==> src/rtl/ndp_load_sequencer.sv <==
// Load/drain sequencer: streams words into activation then weight BRAMs per layer,
// then replays the buffered layers into the NDP unit and waits for its result.
module ndp_load_sequencer #(
    parameter int DATA_W      = 32,
    parameter int SYS_HEIGHT  = 1,
    parameter int SYS_WIDTH   = 64,
    parameter int ACT_WORDS   = 2,
    parameter int WGT_WORDS   = 2,
    parameter int BUFFER_SIZE = 5,
    localparam int AN_W = (SYS_HEIGHT  > 1) ? $clog2(SYS_HEIGHT)      : 1,
    localparam int AA_W = (ACT_WORDS   > 1) ? $clog2(ACT_WORDS)       : 1,
    localparam int WN_W = (SYS_WIDTH   > 1) ? $clog2(SYS_WIDTH)       : 1,
    localparam int WA_W = (WGT_WORDS   > 1) ? $clog2(WGT_WORDS)       : 1,
    localparam int LW   = (BUFFER_SIZE > 1) ? $clog2(BUFFER_SIZE)     : 1,
    localparam int CW   = $clog2(BUFFER_SIZE + 1)
) (
    input  logic              clk,
    input  logic              reset,
    input  logic              data_in_flag,
    input  logic [DATA_W-1:0] data_in,
    input  logic              calc_done_flag,
    output logic [2:0]        step,
    output logic [DATA_W-1:0] data_received,
    output logic [AN_W-1:0]   act_bram_num,
    output logic [AA_W-1:0]   act_bram_addr,
    output logic              act_wr_en,
    output logic [WN_W-1:0]   weight_bram_num,
    output logic [WA_W-1:0]   weight_bram_addr,
    output logic              weight_wr_en,
    output logic [LW-1:0]     bram_layer,
    output logic [LW-1:0]     data_address_into_ndp_unit,
    output logic              ndp_unit_reset,
    output logic              ndp_unit_in_done_flag,
    output logic [CW-1:0]     layers_loaded,
    output logic              trunc_err,
    output logic              overflow_err
);

    typedef enum logic [2:0] {
        S_IDLE     = 3'd0,
        S_LOAD_ACT = 3'd1,
        S_LOAD_WGT = 3'd2,
        S_DRAIN    = 3'd3,
        S_DONE     = 3'd4,
        S_ERROR    = 3'd5
    } state_t;

    state_t state, state_next;
    logic   flag_q;
    logic   act_last, wgt_last, act_boundary, buffer_full, drain_last;

    assign step         = state;
    assign act_wr_en    = (state == S_LOAD_ACT) && flag_q;
    assign weight_wr_en = (state == S_LOAD_WGT) && flag_q;

    assign act_last     = (act_bram_num == AN_W'(SYS_HEIGHT - 1)) &&
                          (act_bram_addr == AA_W'(ACT_WORDS - 1));
    assign wgt_last     = (weight_bram_num == WN_W'(SYS_WIDTH - 1)) &&
                          (weight_bram_addr == WA_W'(WGT_WORDS - 1));
    assign act_boundary = (act_bram_num == '0) && (act_bram_addr == '0) &&
                          (layers_loaded != '0);
    assign buffer_full  = (int'(layers_loaded) + 1) == BUFFER_SIZE;
    assign drain_last   = int'(data_address_into_ndp_unit) == (int'(layers_loaded) - 1);

    always_ff @(posedge clk) begin
        if (reset) state <= S_IDLE;
        else       state <= state_next;
    end

    // NOTE: state_next gets a default before the case so no path can infer a latch.
    always_comb begin
        state_next = state;
        case (state)
            S_IDLE:     if (data_in_flag) state_next = S_LOAD_ACT;
            S_LOAD_ACT: begin
                if (flag_q) begin
                    if (act_last) state_next = S_LOAD_WGT;
                end else begin
                    state_next = act_boundary ? S_DRAIN : S_ERROR;
                end
            end
            S_LOAD_WGT: begin
                if (flag_q) begin
                    if (wgt_last) state_next = buffer_full ? S_DRAIN : S_LOAD_ACT;
                end else begin
                    state_next = S_ERROR;
                end
            end
            S_DRAIN:    if (drain_last) state_next = S_DONE;
            S_DONE:     if (calc_done_flag) state_next = S_IDLE;
            S_ERROR:    state_next = S_ERROR;
            default:    state_next = S_ERROR;
        endcase
    end

    always_ff @(posedge clk) begin
        if (reset) begin
            flag_q                     <= 1'b0;
            data_received              <= '0;
            act_bram_num               <= '0;
            act_bram_addr              <= '0;
            weight_bram_num            <= '0;
            weight_bram_addr           <= '0;
            bram_layer                 <= '0;
            data_address_into_ndp_unit <= '0;
            ndp_unit_reset             <= 1'b1;
            ndp_unit_in_done_flag      <= 1'b0;
            layers_loaded              <= '0;
            trunc_err                  <= 1'b0;
            overflow_err               <= 1'b0;
        end else begin
            data_received <= data_in;
            flag_q        <= data_in_flag;

            // Words arriving while the buffer is being replayed have nowhere to go.
            if (flag_q && (state == S_DRAIN || state == S_DONE)) overflow_err <= 1'b1;

            case (state)
                S_IDLE: begin
                    act_bram_num               <= '0;
                    act_bram_addr              <= '0;
                    weight_bram_num            <= '0;
                    weight_bram_addr           <= '0;
                    bram_layer                 <= '0;
                    layers_loaded              <= '0;
                    data_address_into_ndp_unit <= '0;
                end
                S_LOAD_ACT: begin
                    if (flag_q) begin
                        if (act_last) begin
                            act_bram_num     <= '0;
                            act_bram_addr    <= '0;
                            weight_bram_num  <= '0;
                            weight_bram_addr <= '0;
                        end else if (act_bram_addr == AA_W'(ACT_WORDS - 1)) begin
                            act_bram_addr <= '0;
                            act_bram_num  <= act_bram_num + 1'b1;
                        end else begin
                            act_bram_addr <= act_bram_addr + 1'b1;
                        end
                    end else if (act_boundary) begin
                        ndp_unit_reset             <= 1'b0;
                        data_address_into_ndp_unit <= '0;
                    end else begin
                        trunc_err      <= 1'b1;
                        ndp_unit_reset <= 1'b1;
                    end
                end
                S_LOAD_WGT: begin
                    if (flag_q) begin
                        if (wgt_last) begin
                            weight_bram_num  <= '0;
                            weight_bram_addr <= '0;
                            act_bram_num     <= '0;
                            act_bram_addr    <= '0;
                            layers_loaded    <= layers_loaded + 1'b1;
                            bram_layer       <= bram_layer + 1'b1;
                            if (buffer_full) begin
                                ndp_unit_reset             <= 1'b0;
                                data_address_into_ndp_unit <= '0;
                            end
                        end else if (weight_bram_addr == WA_W'(WGT_WORDS - 1)) begin
                            weight_bram_addr <= '0;
                            weight_bram_num  <= weight_bram_num + 1'b1;
                        end else begin
                            weight_bram_addr <= weight_bram_addr + 1'b1;
                        end
                    end else begin
                        trunc_err      <= 1'b1;
                        ndp_unit_reset <= 1'b1;
                    end
                end
                S_DRAIN: begin
                    if (drain_last) ndp_unit_in_done_flag <= 1'b1;
                    else data_address_into_ndp_unit <= data_address_into_ndp_unit + 1'b1;
                end
                S_DONE: begin
                    if (calc_done_flag) begin
                        ndp_unit_in_done_flag      <= 1'b0;
                        ndp_unit_reset             <= 1'b1;
                        data_address_into_ndp_unit <= '0;
                        bram_layer                 <= '0;
                        layers_loaded              <= '0;
                        act_bram_num               <= '0;
                        act_bram_addr              <= '0;
                        weight_bram_num            <= '0;
                        weight_bram_addr           <= '0;
                    end
                end
                default: ndp_unit_reset <= 1'b1;
            endcase
        end
    end

endmodule

==> config.mk <==
export PLATFORM = sky130hd
export DESIGN_NAME = ndp_load_sequencer
export DESIGN_NICKNAME = d
export VERILOG_FILES = /design/src/rtl/ndp_load_sequencer.sv
export SDC_FILE = /design/constraint.sdc
export NUM_CORES = 1
export LEC_CHECK = 0
export CAP_MARGIN = 0
export CORE_MARGIN = 10
export CORE_UTILIZATION = 44
export DETAILED_ROUTE_END_ITERATION = 8
export PLACE_DENSITY_LB_ADDON = 0.1
export SYNTH_ARGS = -nofsm -noshare
export SYNTH_HDL_FRONTEND = slang
export SYNTH_SLANG_ARGS = --single-unit
==> constraint.sdc <==
create_clock -name clk -period 2.45 [get_ports clk]
set_input_delay 0.245 -clock clk [delete_from_list [all_inputs] [get_ports clk]]
set_output_delay 0.245 -clock clk [all_outputs]
set_load 0.01 [all_outputs]
# Word level (Yosys, flattened, before mapping)
# Cells that the tools add are included.
[totals]
regBits = 58
input_bits = 36
wordCells = 137
[classes]
eq_ne = 25
bitwise = 3
reduce_logical = 26
muxes = 60
n_addsub = 9
[ops]
columns = ["cell", "count"]
rows = [
  ["2-to-1 mux 3 bit", 18],
  ["2-to-1 mux 6 bit", 6],
  ["one-hot mux 3 bit (5 select lines)", 2],
  ["inequality test 2 bit, second input constant", 13],
  ["2-to-1 mux 1 bit", 24],
  ["one-hot mux 6 bit (4 select lines)", 1],
  ["AND reduction 5 bit", 4],
  ["one-hot mux 3 bit (3 select lines)", 2],
  ["one-hot mux 1 bit (4 select lines)", 4],
  ["inequality test 3 bit, second input constant", 5],
  ["AND reduction 6 bit", 2],
  ["adder 3 x 1 -> 3 bit, second input constant", 3],
  ["AND reduction 4 bit", 2],
  ["AND reduction 8 bit", 1],
  ["logical AND 1 bit", 7],
  ["adder 6 x 1 -> 6 bit, second input constant", 1],
  ["== test 3 x 2 -> 1 bit, second input constant", 2],
  ["== test 6 bit, second input constant", 1],
  ["nonzero test 3 bit", 2],
  ["nonzero test 5 bit", 1],
  ["adder 3 x 1 -> 4 bit, second input constant", 1],
  ["== test 4 x 3 -> 1 bit, second input constant", 1],
  ["== test 4 bit", 1],
  ["one-hot mux 1 bit (2 select lines)", 2],
  ["12 further kinds", 17],
]

# Longest topological paths before layout
# Gate-level depths: netlist (run 1).
[logic_depth]
ltp_word = 6
ltp_mapped = 7

# Worst setup path after synthesis (run 1)
# OpenSTA, ideal clock, no wires.
[synth_timing]
path_kind = "reg-to-reg"
from = "register weight_bram_num[0]"
to = "register layers_loaded[2]"
t_required_ps = 2363
setup_time_ps = 87
arrival_time_ps = 1744
setup_slack_ps = 619
path_stages_with_launch = 7
path_buffers = 0
path_cell_list = "dfxtp_1 -> ha_1 -> nand3_1 -> o21ai_2 -> nand3b_2 -> or4_1 -> o31ai_1"
[synth_via]
elab_chain_cells = 4
[synth_rtl]
columns = ["item", "line", "text"]
rows = [
  ["from (decl)", "27", "output logic [WN_W-1:0] weight_bram_num,"],
  ["from (signal assigned)", "164", "weight_bram_num <= weight_bram_num + 1'b1;"],
  ["== test 6 bit", "58", "assign wgt_last = (weight_bram_num == WN_W'(SYS_WIDTH - 1)) &&"],
  ["logical AND 1 bit", "58", ""],
  ["inequality test 2 bit (no line)", "n/a", ""],
  ["AND reduction 4 bit (no line)", "n/a", ""],
  ["to (signal assigned)", "156", "layers_loaded <= layers_loaded + 1'b1;"],
  ["to (decl)", "34", "output logic [CW-1:0] layers_loaded,"],
]
# Every way passes these cells.
# A chain may end at the register's enable or synchronous reset.

# Worst setup path in the final report (run 1)
[layout_timing]
from = "register state[1], in the netlist step[1]"
to = "output act_wr_en"
[layout_via]
elab_chain_cells = 2
[layout_rtl]
columns = ["item", "line", "text"]
rows = [
  ["from (decl)", "48", "state_t state, state_next;"],
  ["from (signal assigned)", "67", "else state <= state_next;"],
  ["== test 3 x 1 -> 1 bit", "53", "assign act_wr_en = (state == S_LOAD_ACT) && flag_q;"],
  ["logical AND 1 bit", "53", ""],
  ["to (decl)", "26", "output logic act_wr_en,"],
]
# Every way passes these cells.

==> results.cfg, run 1 <==
[global_routing]
grt_pass1_wl_um = 10810
grt_pass1_vias = 2265
grt_overflow = 0
track_usage = 0.1492
grt_max_degree = 49
grt_use_met3 = 0.05420
grtUsageMet1 = 0.1758
antenna_found_initial = 0
use_met2 = 0.2336
busiest_layer = met2

[worst_setup_path]
cp_slowest_stage_delay_ns = 0.58
crit_buf_inv = 1
cp-start-kind = flip-flop
worst_ep_arrival_time_ns = 2.00
crit_required_ns = 2.20
crit_path_end_kind = output pin
criticalPathCategory = flip-flop to output pin
crit_chain = nor2b_1 > nand2_2 > nor2_1 > clkdlybuf4s50_1
critPathMaxFanout = 17
cp_slowest_cell = clkdlybuf4s50_1
cp_top_family = simple AND/OR/NAND/NOR gates

[sta]
max_freq_mhz = 445.3
hold_viol = 0
period_needed_ns = 2.246
tns_ns = 0
fin_worst_skew_ns = 0.006758
finalMaxSlewViolations = 0
worstMarginPinSlew_ns = 0.8057
rsz0062_at_grt = false
setup_violations = 0
slew_headroom = 0.4629
final.setup.worst_slack_ns = 0.2044
layout_worst_path_cycle_share = 0.9166
whs_ns = 0.4538

[cts]
clock-sinks = 58
cts_root_buffer = clkbuf_8
cts_tree = built
cts_made_buffers = 9
post_cts_buffers = 0
clkLatencyLatePin_ns = 0.34
clk_pin_slew_ns = 0.07
htree_levels = 3
hold_buffers = 0
clockBufferDepth = 2
cts_resized = 0

[status]
status = finished, final reports clean

[place]
portBuffers = 94
place.gp.congestion = 0.8231
place_ws_ns = 0.3869
place_hpwl_um = 4979

[synthesis]
yosys_warnings = 0
synth-edff-count = 0
avgSynthCellArea_sq_um = 9.305
ys_top_cells_by_area = dfxtp_1, nor2b_1, nor2_1
syn_inst = 270
ys_seq_elements = 58
synth_ff_type = dfxtp_1
synth_cell_type_count = 55
yosysTopAreaCell = dfxtp_1
ys_seq_area_frac = 0.4622
async_flop_share = 0
synth_area_sq_um = 2512
syn_nets = 312
synth_top_area_share = 0.4622

[floorplan]
io_pins = 95
fp-row-count = 27
die_w_um = 95.57
coreArea_sq_um = 5540
dieArea_sq_um = 9133
die_h_um = 95.57
initial_core_util = 0.4535

[route]
first_iter_violations = 115
wl_per_cell_um = 15.18
drtAntennaViolNets = 0
num_vias = 2249
wirelength_um = 6769
firstDrtPassIters = 4
drc = 0
vias_per_cell = 5.043

[min_path]
hold_class = primary input to flip-flop

[power]
ir_drop_uv = 547.7
pwr-share-comb = 0.355
p_int_mw = 2.220
clockPowerShare = 0.307
pwr-share-seq = 0.337
swShare = 0.3272
p_per_area_nw_per_um2 = 875.1
p_sw_mw = 1.079
p_leak_nw = 1.443

[final_layout]
antenna_cells = 0
syn2layout_area_growth_pct = 50.05
final_common_cell = clkdlybuf4s50_1
fin_nets = 411
final_cell_mix = clkdlybuf4s50_1, dfxtp_1, nor2b_1
drive_gt1_frac = 0.1016

[job]
max_cap_viol_count = 0
[layer usage]
layer | vias up | share of wire
met5 | - | 0
met4 | 0 | 0.019
met3 | 14 | 0.080
met2 | 69 | 0.48
met1 | 1025 | 0.42
li1 | 1141 | -
[sequential cells by signal, summed over array words and instances, names as in the netlist, 3 cells and up]
| register | flops |
|---|---|
| step | 3 |
| weight_bram_num | 6 |
| data_received | 32 |
| bram_layer | 3 |
| layers_loaded | 3 |
| data_address_into_ndp_unit | 3 |
[worst register-to-register path: stages (launching register included)]
cell and delay, ns:
dfxtp_1 0.37, ha_1 0.20, nand3_1 0.21, o21ai_2 0.37
nand3b_2 0.23, or4_1 0.52, o31ai_1 0.08
[logic make-up (layout without fill, tap and decap cells)]
kind of cell	Yosys count	after routing	share of synthesized area
AND/OR/NAND/NOR	118	118	0.2635
flip-flops	58	58	0.4621
AO/OA/AOI/OAI	55	55	0.1589
buffers and inverters	23	127	0.04034
adder cells (fa/ha/maj)	7	7	0.03436
multiplexers	6	6	0.02490
XOR/XNOR	3	3	0.01594
[cell usage after synthesis, drive strengths merged, types with 2 or more instances]
cell    instances
dfxtp          58
nor2b          40
nor2           24
nand2          13
a21oi          12
clkbuf         12
nand2b         10
o21ai           9
or3             8
inv             7
ha              6
o31ai           6
buf             4
mux2i           4
nand3           4
nor3            4
o21bai          4
or4             4
a211oi          3
a221o           2
a22oi           2
a311oi          2
and2            2
mux2            2
nand3b          2
nor3b           2
o311ai          2
or2             2
xor2            2
[stage by stage]
step             util  power, mW  cells  instance area (sq um)
6_report       0.6804      3.299    446                   3770
5_1_grt        0.6804      3.482    446                   3770
4_1_cts        0.6804      3.325    446                   3770
3_5_place_dp   0.6391      2.304    430                   3541
3_3_place_gp   0.6391      2.290    430                   3541
2_1_floorplan       -      1.873    270                   2512
[final timing paths]
check / start / to / slack [ns] / cells after the start
min: data_in[3] / data_received[3] / 0.45 / 2
max reg2reg: weight_bram_num[0] / layers_loaded[2] / 0.37 / 6
min reg2reg: trunc_err / trunc_err / 0.47 / 2
max: step[1] / act_wr_en / 0.20 / 4
[layout make-up]
cell class | count | area (sq um)
Fill cell | 477 | 1770
Multi-Input combinational cell | 189 | 1250
Sequential cell | 58 | 1161
Timing Repair Buffer | 104 | 1011
Clock buffer | 12 | 155.1
Tap cell | 72 | 90.09
Clock inverter | 4 | 73.82
Inverter | 7 | 28.78
[power groups by stage]
stage          clock, mW  combinational [mW]  sequential, mW
5_1_grt             1.07                1.29            1.13
4_1_cts             1.03                1.18            1.11
3_5_place_dp           0                1.17            1.13
2_1_floorplan          0               0.737            1.14
3_3_place_gp           0                1.16            1.13
6_report            1.01                1.17            1.11
Power figures use the tool's default switching activity.
==> run 2, diff against run 1 <==
- GPL_ROUTABILITY_DRIVEN: default -> 0
- SLEW_MARGIN: default -> 40
==> results.cfg, run 2 (synthesized netlist as in run 1, its figures left out) <==
[global_routing]
track_usage = 0.1492
antenna_found_initial = 0
grt_pass1_vias = 2265
grt_overflow = 0
grt_max_degree = 49
grt_pass1_wl_um = 10810

[floorplan]
fp-row-count = 27
dieArea_sq_um = 9133
initial_core_util = 0.4535
die_w_um = 95.57
io_pins = 95
die_h_um = 95.57
coreArea_sq_um = 5540

[worst_setup_path]
worst_ep_arrival_time_ns = 2.00
r2r_setup_slack_ns = 0.37
crit_required_ns = 2.20
crit_path_end_kind = output pin
cp-start-kind = flip-flop
reg2reg_depth = 6
critPathMaxFanout = 17
criticalPathCategory = flip-flop to output pin

[route]
met2RoutedLength_um = 3258
wl_met1_um = 2838
wl_per_cell_um = 15.17
wirelength_um = 6768
firstDrtPassIters = 4
top_layer = met4
drc = 0
num_vias = 2250
first_iter_violations = 115
vias_per_cell = 5.045
dr_wl_met3_um = 540
drtAntennaViolNets = 0

[cts]
cts_root_buffer = clkbuf_8
hold_buffers = 0
clockBufferDepth = 2
clk_pin_slew_ns = 0.07
cts_made_buffers = 9
cts_tree = built
clkLatencyLatePin_ns = 0.34
htree_levels = 3
cts_resized = 0
clock-sinks = 58
post_cts_buffers = 0

[power]
clockPowerShare = 0.307
pwr-share-comb = 0.355
pwr-share-seq = 0.337
p_per_area_nw_per_um2 = 874.6
swShare = 0.3272
p_sw_mw = 1.079
ir_drop_uv = 547.7
p_leak_nw = 1.444
p_int_mw = 2.220

[final_layout]
final_common_cell = clkdlybuf4s50_1
syn2layout_area_growth_pct = 50.15
final_cell_mix = clkdlybuf4s50_1, dfxtp_1, nor2b_1
fillers = 476
fin_cells = 446
drive_gt1_frac = 0.1016
biggestRegsByFlops = data_received (32), weight_bram_num (6)
fin_nets = 411
design_area_sq_um = 3772
largest-register = data_received
largest_reg_flops = 32
antenna_cells = 0
register_area_sq_um = 1161
multi_input_area_sq_um = 1250

[sta]
finalMaxSlewViolations = 0
period_needed_ns = 2.246
worstMarginPinSlew_ns = 0.5354
rsz0062_at_grt = false
hold_viol = 0
setup_violations = 0
layout_worst_path_cycle_share = 0.9166
fin_worst_skew_ns = 0.006729
tns_ns = 0
slew_headroom = 0.6426
max_freq_mhz = 445.3

[min_path]
holdPathStages = 2
hold_class = primary input to flip-flop

[place]
place_hpwl_um = 4979
portBuffers = 94
placed_area_sq_um = 3541
dp_cells = 430

[job]
max_cap_viol_count = 0

[status]
status = finished, final reports clean
## run 2: changes by cell type in the layout (fill, tap and decap cells not counted)
cell / delta
buf_4: +1
buf_2: -1
## run 2: cell type report
type,instances,area share
flip-flops and latches,58,0.3078
repair buffers,104,0.2687
clock inverters,4,0.01957
inverters,7,0.007629
clock buffers,12,0.04113
multi-input cells,189,0.3313
well taps,72,0.02388
## run 2: final timing paths
check                startpoint          endpoint
max                     step[1]         act_wr_en
max reg2reg  weight_bram_num[0]  layers_loaded[2]
min reg2reg           trunc_err         trunc_err
min                       reset     bram_layer[1]
## run 2: power groups by stage
| stage | registers (mW) | clock network, mW | logic, mW |
|---|---|---|---|
| 3_5_place_dp | 1.13 | 0 | 1.17 |
| 3_3_place_gp | 1.13 | 0 | 1.16 |
| 4_1_cts | 1.11 | 1.03 | 1.18 |
| 5_1_grt | 1.13 | 1.07 | 1.29 |
| 2_1_floorplan | 1.14 | 0 | 0.737 |
| 6_report | 1.11 | 1.01 | 1.17 |
## run 2: through the flow
stage	hold WS (ns)	worst slack [ns]	utilization	power [mW]
2_1_floorplan	0.3607	0.6187	-	1.873
3_3_place_gp	0.4615	0.4501	0.6391	2.290
3_5_place_dp	0.4631	0.3869	0.6391	2.304
4_1_cts	0.4379	0.2115	0.6804	3.325
5_1_grt	0.3717	0.08766	0.6809	3.482
6_report	0.3417	0.2043	0.6809	3.299
## run 2: metal layers
layer | GRT usage | vias to the layer above
li1 | - | 1141
met2 | 0.2336 | 69
met1 | 0.1758 | 1026
met3 | 0.05420 | 14
met5 | 0 | -
met4 | 0.07617 | 0
## run 2: critical path, stage by stage, from the launching register on
cell	delay, ns
dfxtp_1	0.48
nor2b_1	0.29
nand2_2	0.14
nor2_1	0.19
clkdlybuf4s50_1	0.58
